### src/rtl/multicycle_sequencer.sv
// Multi-cycle controller for the 9-bit-ISA datapath: owns pc, IR and the retired-instruction
// count, handshakes with wait-state memories and drives registered per-cycle datapath strobes.
module multicycle_sequencer #(
  parameter int unsigned START_PC = 0,
  parameter int unsigned PC_W     = 10,
  parameter int unsigned CNT_W    = 16
) (
  input  logic             clk,
  input  logic             reset,
  input  logic             start,
  output logic [PC_W-1:0]  imem_addr,
  output logic             imem_req,
  input  logic             imem_valid,
  input  logic [8:0]       imem_data,
  output logic [2:0]       opcode,
  output logic [2:0]       rd,
  output logic [2:0]       rs,
  output logic [5:0]       addr,
  output logic             two_reg,
  output logic             reg_we,
  output logic             reg_wsel,
  output logic             dmem_re,
  output logic             dmem_we,
  input  logic             dmem_ready,
  output logic             busy,
  output logic             done,
  output logic [CNT_W-1:0] instr_count
);

  typedef enum logic [2:0] {
    StIdle,
    StFetch,
    StDecode,
    StExec,
    StMem,
    StWb,
    StHalt
  } state_e;

  localparam logic [2:0]      OpLoad  = 3'd5;
  localparam logic [2:0]      OpStore = 3'd6;
  localparam logic [2:0]      OpJump  = 3'd7;
  localparam logic [PC_W-1:0] StartPc = PC_W'(START_PC);

  state_e           state_q, state_d;
  logic [PC_W-1:0]  pc_q, pc_d;
  logic [8:0]       ir_q, ir_d;
  logic [CNT_W-1:0] cnt_q, cnt_d;

  logic             imem_req_q, two_reg_q, reg_we_q, reg_wsel_q, dmem_re_q, dmem_we_q;
  logic             busy_q, done_q;

  logic [2:0]       ir_op;
  logic             ir_alu;
  logic [PC_W-1:0]  jump_target;
  logic [PC_W-1:0]  pc_inc;
  logic [CNT_W-1:0] cnt_inc;

  assign ir_op       = ir_q[8:6];
  assign ir_alu      = (ir_op < OpLoad);
  assign jump_target = PC_W'(ir_q[5:0]);
  assign pc_inc      = pc_q + 1'b1;
  // Count sticks at all-ones rather than wrapping.
  assign cnt_inc     = (cnt_q == '1) ? cnt_q : cnt_q + 1'b1;

  always_comb begin
    state_d = state_q;
    pc_d    = pc_q;
    ir_d    = ir_q;
    cnt_d   = cnt_q;
    unique case (state_q)
      StIdle, StHalt: begin
        if (start) begin
          pc_d    = StartPc;
          cnt_d   = '0;
          state_d = StFetch;
        end
      end
      StFetch: begin
        if (imem_valid) begin
          ir_d    = imem_data;
          state_d = StDecode;
        end
      end
      StDecode: begin
        state_d = (ir_op == OpLoad || ir_op == OpStore) ? StMem : StExec;
      end
      StExec: begin
        if (ir_op == OpJump) begin
          cnt_d = cnt_inc;
          // A jump to its own address is the program's halt idiom.
          if (jump_target == pc_q) begin
            state_d = StHalt;
          end else begin
            pc_d    = jump_target;
            state_d = StFetch;
          end
        end else begin
          state_d = StWb;
        end
      end
      StMem: begin
        if (dmem_ready) begin
          if (ir_op == OpLoad) begin
            state_d = StWb;
          end else begin
            pc_d    = pc_inc;
            cnt_d   = cnt_inc;
            state_d = StFetch;
          end
        end
      end
      StWb: begin
        pc_d    = pc_inc;
        cnt_d   = cnt_inc;
        state_d = StFetch;
      end
      default: state_d = StIdle;
    endcase
  end

  // Strobes are registered from the next state so they line up with the state they describe.
  logic [2:0] op_d;
  assign op_d = ir_d[8:6];

  always_ff @(posedge clk) begin
    if (reset) begin
      state_q    <= StIdle;
      pc_q       <= StartPc;
      ir_q       <= '0;
      cnt_q      <= '0;
      imem_req_q <= 1'b0;
      two_reg_q  <= 1'b0;
      reg_we_q   <= 1'b0;
      reg_wsel_q <= 1'b0;
      dmem_re_q  <= 1'b0;
      dmem_we_q  <= 1'b0;
      busy_q     <= 1'b0;
      done_q     <= 1'b0;
    end else begin
      state_q    <= state_d;
      pc_q       <= pc_d;
      ir_q       <= ir_d;
      cnt_q      <= cnt_d;
      imem_req_q <= (state_d == StFetch);
      two_reg_q  <= (state_d == StExec) && (op_d < OpLoad);
      reg_we_q   <= (state_d == StWb);
      reg_wsel_q <= (state_d == StWb) && (op_d == OpLoad);
      dmem_re_q  <= (state_d == StMem) && (op_d == OpLoad);
      dmem_we_q  <= (state_d == StMem) && (op_d == OpStore);
      busy_q     <= (state_d != StIdle) && (state_d != StHalt);
      done_q     <= (state_d == StHalt);
    end
  end

  assign imem_addr   = pc_q;
  assign imem_req    = imem_req_q;
  assign opcode      = ir_op;
  assign rd          = ir_alu ? ir_q[5:3] : 3'b000;
  assign rs          = ir_alu ? ir_q[2:0] : 3'b000;
  assign addr        = ir_q[5:0];
  assign two_reg     = two_reg_q;
  assign reg_we      = reg_we_q;
  assign reg_wsel    = reg_wsel_q;
  assign dmem_re     = dmem_re_q;
  assign dmem_we     = dmem_we_q;
  assign busy        = busy_q;
  assign done        = done_q;
  assign instr_count = cnt_q;

endmodule

### config.mk
export PLATFORM = sky130hd
export DESIGN_NAME = multicycle_sequencer
export DESIGN_NICKNAME = d
export VERILOG_FILES = /design/src/rtl/multicycle_sequencer.sv
export SDC_FILE = /design/constraint.sdc
export NUM_CORES = 1
export LEC_CHECK = 0
export CAP_MARGIN = 20
export CORE_ASPECT_RATIO = 0.7
export CORE_UTILIZATION = 35
export DETAILED_ROUTE_END_ITERATION = 7
export PLACE_DENSITY = 0.64
export SLEW_MARGIN = 5
export SYNTH_ARGS = -nofsm -noshare
export SYNTH_HDL_FRONTEND = slang
export SYNTH_SLANG_ARGS = --single-unit
### constraint.sdc
create_clock -name clk -period 2.2 [get_ports clk]
set_clock_uncertainty 0.05 [all_clocks]
set_input_delay 0.22 -clock clk [delete_from_list [all_inputs] [get_ports clk]]
set_output_delay 0.22 -clock clk [all_outputs]
set_load 0.01 [all_outputs]
# Yosys cells after proc, flatten, opt, wreduce, memory -nomap -nowiden
# Cells that the tools add are included.
[totals]
register_bits = 46
latchBits = 0
ramBits = 0
romBits = 0
input_bits = 14
word_cells = 78
mem_count = 0
[op_classes]
n_addsub = 2
mul = 0
div_mod_pow = 0
magnitude_cmp = 2
eq_ne = 24
shift = 0
mux = 24
n_bitwise = 0
n_reduce_logical = 13
[ops]
columns = ["operator", "n"]
rows = [
  ["two-way mux 16 bit", 5],
  ["one-hot mux 16 bit (4 select lines)", 1],
  ["two-way mux 10 bit", 5],
  ["one-hot mux 10 bit (4 select lines)", 1],
  ["== test 3 bit (second input constant)", 11],
  ["two-way mux 3 bit", 9],
  ["two-way mux 9 bit", 2],
  ["one-hot mux 3 bit (6 select lines)", 1],
  ["adder 16 x 1 -> 16 bit (second input constant)", 1],
  ["== test 16 bit (second input constant)", 1],
  ["adder 10 x 1 -> 10 bit (second input constant)", 1],
  ["== test 6 x 10 -> 1 bit", 1],
  ["!= test 2 bit (second input constant)", 5],
  ["== test 3 x 2 -> 1 bit (second input constant)", 3],
  ["== test 3 x 1 -> 1 bit (second input constant)", 2],
  ["< comparator 3 bit (second input constant)", 2],
  ["AND reduction 6 bit", 1],
  ["logical AND 1 bit", 5],
  ["AND reduction 5 bit", 1],
  ["nonzero test 4 bit", 1],
  ["logical NOT 3 bit", 1],
  ["!= test 3 bit (second input constant)", 1],
  ["nonzero test 3 bit", 1],
  ["AND reduction 2 bit", 1],
  ["other kinds (2)", 2],
]

# Depth between registers and ports, before layout
# Gate-level depths: netlist of the first run.
[depth]
ltp_word = 6
mapped_depth = 9
ltp_nobuf = 7

# Least setup slack after synthesis of the first run
# Ideal clock, no wire load.
[synth_path]
path_kind = "register -> register"
start = "register pc_q[8], in the netlist imem_addr[8]"
end = "register two_reg_q, in the netlist two_reg"
setup_ps = 73
arrival_time_ps = 2197
t_required_ps = 2077
path_slack_ps = -120
path_stages_with_launch = 7
period_less_slack_ps = 2320
cell_sequence = "dfxtp_1 > or4_4 > nor4_4 > nand4_2 > o21a_1 > or4_1 > nor3_2"
[synth_between]
elab_chain_cells = 6
[synth_lines]
columns = ["item", "line_no", "source"]
rows = [
  ["from (decl)", "46", "logic [PC_W-1:0] pc_q, pc_d;"],
  ["from (signal assigned)", "129", "pc_q <= StartPc;"],
  ["from (signal assigned)", "142", "pc_q <= pc_d;"],
  ["== test 6 x 10 -> 1 bit", "92", "if (jump_target == pc_q) begin"],
  ["two-way mux 3 bit", "92", ""],
  ["two-way mux 3 bit", "89", "if (ir_op == OpJump) begin"],
  ["one-hot mux 3 bit (6 select lines)", "71", "unique case (state_q)"],
  ["== test 3 x 2 -> 1 bit", "146", "two_reg_q <= (state_d == StExec) && (op_d < OpLoad);"],
  ["logical AND 1 bit", "146", ""],
  ["to (signal assigned)", "146", ""],
  ["to (decl)", "50", "logic imem_req_q, two_reg_q, reg_we_q, reg_wsel_q, dmem_re_q, dmem_we_q;"],
]
# No other way between the ends.
# A chain may end at the register's enable or synchronous reset.

# Worst setup path after layout of the first run
[layout_path]
start = "register pc_q[9], in the netlist imem_addr[9]"
end = "register two_reg_q, in the netlist two_reg"
# Same word-level chain as after synthesis.

==> results of run 1 <==
[critical path: stages, from the launching register on]
cell and delay, ns:
dfxtp_2 0.33, or4_4 0.54, nor4_4 0.18, nand4_2 0.14
o21a_1 0.22, or4_4 0.53, nor3_2 0.10
[per-stage QoR]
stage,util (%),setup slack [ns]
global placement,54.3,0.0860
floorplan,-,0.00299
global route,56.6,-0.0328
finish,56.6,0.0336
detailed placement,54.3,0.0433
CTS,56.1,0.0282
[routing by layer]
metal	GRT usage (%)	vias to the layer above	routed length (um)
met3	4.29	4	432
met5	0	-	0
met1	27.1	1142	3380
li1	-	1289	-
met2	31.1	80	2820
met4	3.38	0	28
[layout make-up]
type,count,area (sq um)
multi-input cells,232,1440
flip-flops and latches,46,923
well taps,91,114
fillers,635,2790
repair buffers,115,1020
clock buffers,5,68.8
inverters,6,22.5
clock inverters,3,45.0
[power groups by stage]
stage	Clock [uW]	Combinational, uW	Sequential, uW
after floorplan	0	521	993
after global placement	0	1010	978
after detailed placement	0	1010	976
after CTS	661	1020	957
after global routing	692	1130	971
final	639	1030	960
[timing repair]
item	in CTS	in global routing
setup buffers	0	1
resized for setup	0	9
hold buffers	0	0
setup endpoints to repair	0	17
[cells in the final DEF (no fill, tap or decap), types with 2 or more instances in the layout]
master / n
nor4_4: 2
nand2b_1: 6
nor2b_1: 2
dfxtp_2: 2
a31oi_1: 3
clkinvlp_4: 2
a21oi_1: 17
xnor2_1: 7
inv_1: 6
nand3_1: 12
dfxtp_1: 44
nand2_1: 21
clkbuf_8: 5
nor4_1: 2
xor2_1: 8
or4_4: 2
buf_4: 53
a211oi_1: 3
a311oi_1: 2
and3_1: 8
nor3_2: 4
nand4_1: 5
and2_1: 8
a22o_1: 2
o22ai_1: 4
o21a_1: 4
o21ai_0: 15
nor2_1: 45
nor4b_1: 3
nand3b_1: 2
clkdlybuf4s50_1: 62
a41oi_1: 2
mux2i_1: 10
or2_2: 2
a41o_1: 2
nor3_1: 11
[worst paths after layout]
| check | start | endpoint | slack (ns) | depth (start not counted) |
|---|---|---|---|---|
| max reg2reg | imem_addr[9] | two_reg | 0.03 | 6 |
| min | instr_count[10] | instr_count[10] | 0.48 | 1 |
| max | imem_addr[9] | two_reg | 0.03 | 6 |
| min reg2reg | instr_count[10] | instr_count[10] | 0.48 | 1 |
[cells by family after synthesis]
kind of cell	synth area share (%)
AND/OR/NAND/NOR	31.9
flip-flops	38.2
buffers and inverters	3.58
XOR/XNOR	5.44
adder cells (fa/ha/maj)	1.04
multiplexers	4.15
AO/OA/AOI/OAI	15.7
==> flow_summary.json, run 1 <==
{
  "drive_above_1_share_pct": 18.9,
  "hold_path_class": "flop to flop",
  "syn_area_sq_um": 2410,
  "drtIter0Drc": 141,
  "clock-sinks": 46,
  "dr.pass1.iters": 4,
  "die_y_um": 71.5,
  "synth_flop_cell": "dfxtp_1",
  "intPower_uw": 1760,
  "initial_core_util_pct": 37.6,
  "track_usage_pct": 19.4,
  "worstSetupStartpointType": "flop",
  "fmax_mhz": 462,
  "fin_crit_ns": 2.17,
  "drv_cap": 0,
  "largest_reg_flops": 16,
  "p_leak_uw": 0.00139,
  "pwr-share-comb_pct": 39.3,
  "fin_area_sq_um": 3640,
  "p_sw_share_pct": 33.3,
  "htreeDepth": 2,
  "power_frac_clock_pct": 24.3,
  "syn-num-nets": 316,
  "synthCells": 300,
  "die_w_um": 101,
  "pin_count": 63,
  "grt_remaining_overflow": 0,
  "synth_top_area_share_pct": 38.2,
  "grt_pass1_vias": 2489,
  "antenna_found_initial": 0,
  "setup_viol": 0,
  "grt_max_degree": 17,
  "crit_required_ns": 2.38,
  "slew_headroom_pct": 68.5,
  "tightest_slew_ns": 0.464,
  "dp_cells": 489,
  "stdcell_count": 498,
  "hold_viol_final": 0,
  "synth-edff-count": 0,
  "synth_most_common_cell": "dfxtp_1",
  "finalCritPeriodShare_pct": 98.5,
  "vias": 2515,
  "gp_congestion": 0.871,
  "ys_seq_elements": 46,
  "antenna_left": 0,
  "async_reset_ff_share_pct": 0,
  "ir_drop_uv": 353,
  "ctsLongestPathBuffers": 2,
  "cp.arrival_ns": 2.35,
  "wl_per_cell_um": 13.4,
  "synth_largest_area_cell": "dfxtp_1",
  "grt_pass1_wl_um": 11200,
  "worstPathMaxFanout": 2,
  "hold_ws_ns": 0.478,
  "cts.reportedPaths.clkPinSlew_ns": 0.09,
  "drc": 0,
  "final_nets": 422,
  "routed_wl_um": 6660,
  "power_uw": 2630,
  "critPathKind": "flop to flop",
  "finalMaxSlewViolations": 0,
  "yosysUniqueCellTypes": 50,
  "p_seq_share_pct": 36.5,
  "antenna_cells": 0,
  "synth_common_cells": "dfxtp_1, nor2_1, nand2_1",
  "final.setup.tns_ns": 0,
  "num_rows": 24,
  "run_status": "finished, final reports clean",
  "io_buffers": 62,
  "area_growth_syn_to_layout_pct": 50.6,
  "cts_made_buffers": 5,
  "ys_seq_area_share_pct": 38.2,
  "cts_tree": "built",
  "dp_hpwl_um": 5180,
  "vias_per_cell": 5.05,
  "power_density_nw_per_um2": 724,
  "synth_warnings": 0,
  "core_area_sq_um": 6430,
  "end_kind": "flop",
  "cts-root-buf": "clkbuf_8",
  "switchingPower_uw": 877,
  "placed_cell_area_sq_um": 3490,
  "synth_area_leaders": "dfxtp_1, nor2_1, mux2i_1",
  "syn_avg_cell_area_sq_um": 8.05,
  "clk_latency_ns": 0.30,
  "dieArea_sq_um": 7240,
  "rsz0062_at_grt": "true"
}
(Power assumes the default switching activity.)
==> run 2: changes to the inputs <==
Settings changed: CAP_MARGIN 20 to default.
==> results of run 2 <==
Same layout as run 1: the final DEF is identical, and so are final timing and power.
==> run 3: changes to the inputs <==
Settings changed: CELL_PAD_IN_SITES_DETAIL_PLACEMENT from default to 0, CELL_PAD_IN_SITES_GLOBAL_PLACEMENT from default to 1, PLACE_DENSITY 0.64 to 0.8.
Clock period 2.2 ns to 2.3 ns, I/O delays scaled along.
==> run 3 against run 2 <==
  * Flip-flop and latch count is the same
  * Clock power down 20%
  * First-iteration DRC count shrank 5.0%
  * Routed wire length down 1.7%
  * Sequential share of layout area up 1.5 points
  * Critical path depth shrank 1
  * Core utilization fell by 3.0 points
  * Non-clock buffer count decreased by 21
  * Critical path type is now flop to primary output
  * Critical endpoint is now rd[1]
  * Highest routed layer unchanged
==> flow_summary.json, run 3 (synthesized netlist as in run 1, its figures left out) <==
{
  "cts_tree": "built",
  "layout_common_cells": "clkdlybuf4s50_1, nor2_1, dfxtp_1",
  "crit_required_ns": 2.02,
  "slew_headroom_pct": 75.4,
  "run_status": "finished, final reports clean",
  "gp_congestion": 0.861,
  "power_frac_clock_pct": 21.8,
  "pin_count": 63,
  "hold_path_class": "flop to flop",
  "fin_crit_ns": 2.23,
  "cts.reportedPaths.clkPinSlew_ns": 0.08,
  "holdBufCountCts": 0,
  "core_area_sq_um": 6430,
  "ir_drop_uv": 277,
  "dieArea_sq_um": 7240,
  "hold_viol_final": 0,
  "antenna_found_initial": 0,
  "worst_slack_ns": 0.0687,
  "initial_core_util_pct": 37.6,
  "final_nets": 401,
  "pre_cts_ws_ns": 0.133,
  "drv_cap": 0,
  "grt_max_degree": 33,
  "die_y_um": 71.5,
  "p_leak_uw": 0.00128,
  "grt_pass1_wl_um": 10800,
  "fmax_mhz": 448,
  "die_w_um": 101,
  "p_sw_share_pct": 34.2,
  "ctsLongestPathBuffers": 2,
  "antenna_left": 0,
  "track_usage_pct": 18.9,
  "pwr-share-comb_pct": 38.4,
  "num_rows": 24,
  "grt_remaining_overflow": 0,
  "critPathKind": "flop to primary output",
  "p_seq_share_pct": 39.8,
  "end_kind": "primary output",
  "antenna_cells": 0,
  "vias_per_cell": 5.15,
  "wl_per_cell_um": 13.7,
  "routed_wl_um": 6550,
  "stdcell_count": 477,
  "drtIter0Drc": 134,
  "worstSetupStartpointType": "flop",
  "cts_made_buffers": 5,
  "area_growth_syn_to_layout_pct": 42.7,
  "largest_reg_flops": 16,
  "rsz0062_at_grt": "false",
  "cp.arrival_ns": 1.95,
  "htreeDepth": 2,
  "finalMaxSlewViolations": 0,
  "cts-root-buf": "clkbuf_8",
  "dr.pass1.iters": 4,
  "clk_latency_ns": 0.30,
  "dp_cells": 469,
  "drive_above_1_share_pct": 13.5,
  "grt_pass1_vias": 2174,
  "vias": 2455,
  "clock-sinks": 46,
  "io_buffers": 62,
  "switchingPower_uw": 805,
  "power_density_nw_per_um2": 684,
  "final_common_cell": "clkdlybuf4s50_1",
  "tightest_slew_ns": 0.364,
  "worstPathMaxFanout": 6,
  "finalCritPeriodShare_pct": 97.0,
  "final.setup.tns_ns": 0,
  "intPower_uw": 1550,
  "utilization_pct": 53.6,
  "drc": 0,
  "dp_hpwl_um": 4940,
  "setup_viol": 0
}
-- run 3: power by group through the flow --
stage	Sequential (uW)	Combinational, uW	Clock, uW
global route	949	991	560
detailed placement	949	899	0
CTS	932	903	534
finish	938	905	513
global placement	952	893	0
floorplan	950	498	0
-- run 3: worst paths after layout --
path | cells past startpoint | start | slack, ns | end
min | 2 | instr_count[1] | 0.45 | instr_count[1]
max reg2reg | 6 | imem_addr[9] | 0.14 | two_reg
min reg2reg | 2 | instr_count[1] | 0.45 | instr_count[1]
max | 5 | ir_q[6] | 0.07 | rd[1]
-- run 3: area by class of cell --
type / instances / area, sq um
Clock buffer: 6 / 82.6
Clock inverter: 2 / 12.5
Fill cell: 619 / 2980
Inverter: 6 / 22.5
Multi-Input combinational cell: 232 / 1430
Sequential cell: 46 / 925
Tap cell: 91 / 114
Timing Repair Buffer: 94 / 861
-- run 3: repair_timing --
| action | in CTS | in global routing |
|---|---|---|
| setup buffers | 0 | 0 |
| resized for setup | 0 | 6 |
| endpoints found under the setup margin | 0 | 14 |
-- run 3: through the flow --
| stage | hold slack (ns) | power, uW | area, sq um |
|---|---|---|---|
| floorplan | 0.328 | 1450 | 2410 |
| global placement | 0.456 | 1840 | 3330 |
| detailed placement | 0.465 | 1850 | 3330 |
| CTS | 0.476 | 2370 | 3420 |
| global route | 0.484 | 2500 | 3440 |
| finish | 0.446 | 2360 | 3440 |
-- run 3: worst max-delay path, stage by stage (launching register included) --
cell             delay, ns
dfxtp_1               0.36
buf_4                 0.17
o21ai_0               0.26
buf_4                 0.20
and2_1                0.13
clkdlybuf4s50_1       0.54
-- run 3: layer usage --
layer	share of wire (%)	vias up	wire length, um	global-route usage [%]
li1	-	1244	-	-
met1	54	1129	3550	29.9
met2	39	76	2570	25.4
met3	5.4	6	355	4.10
met4	1.1	0	71	4.51
met5	0	-	0	0
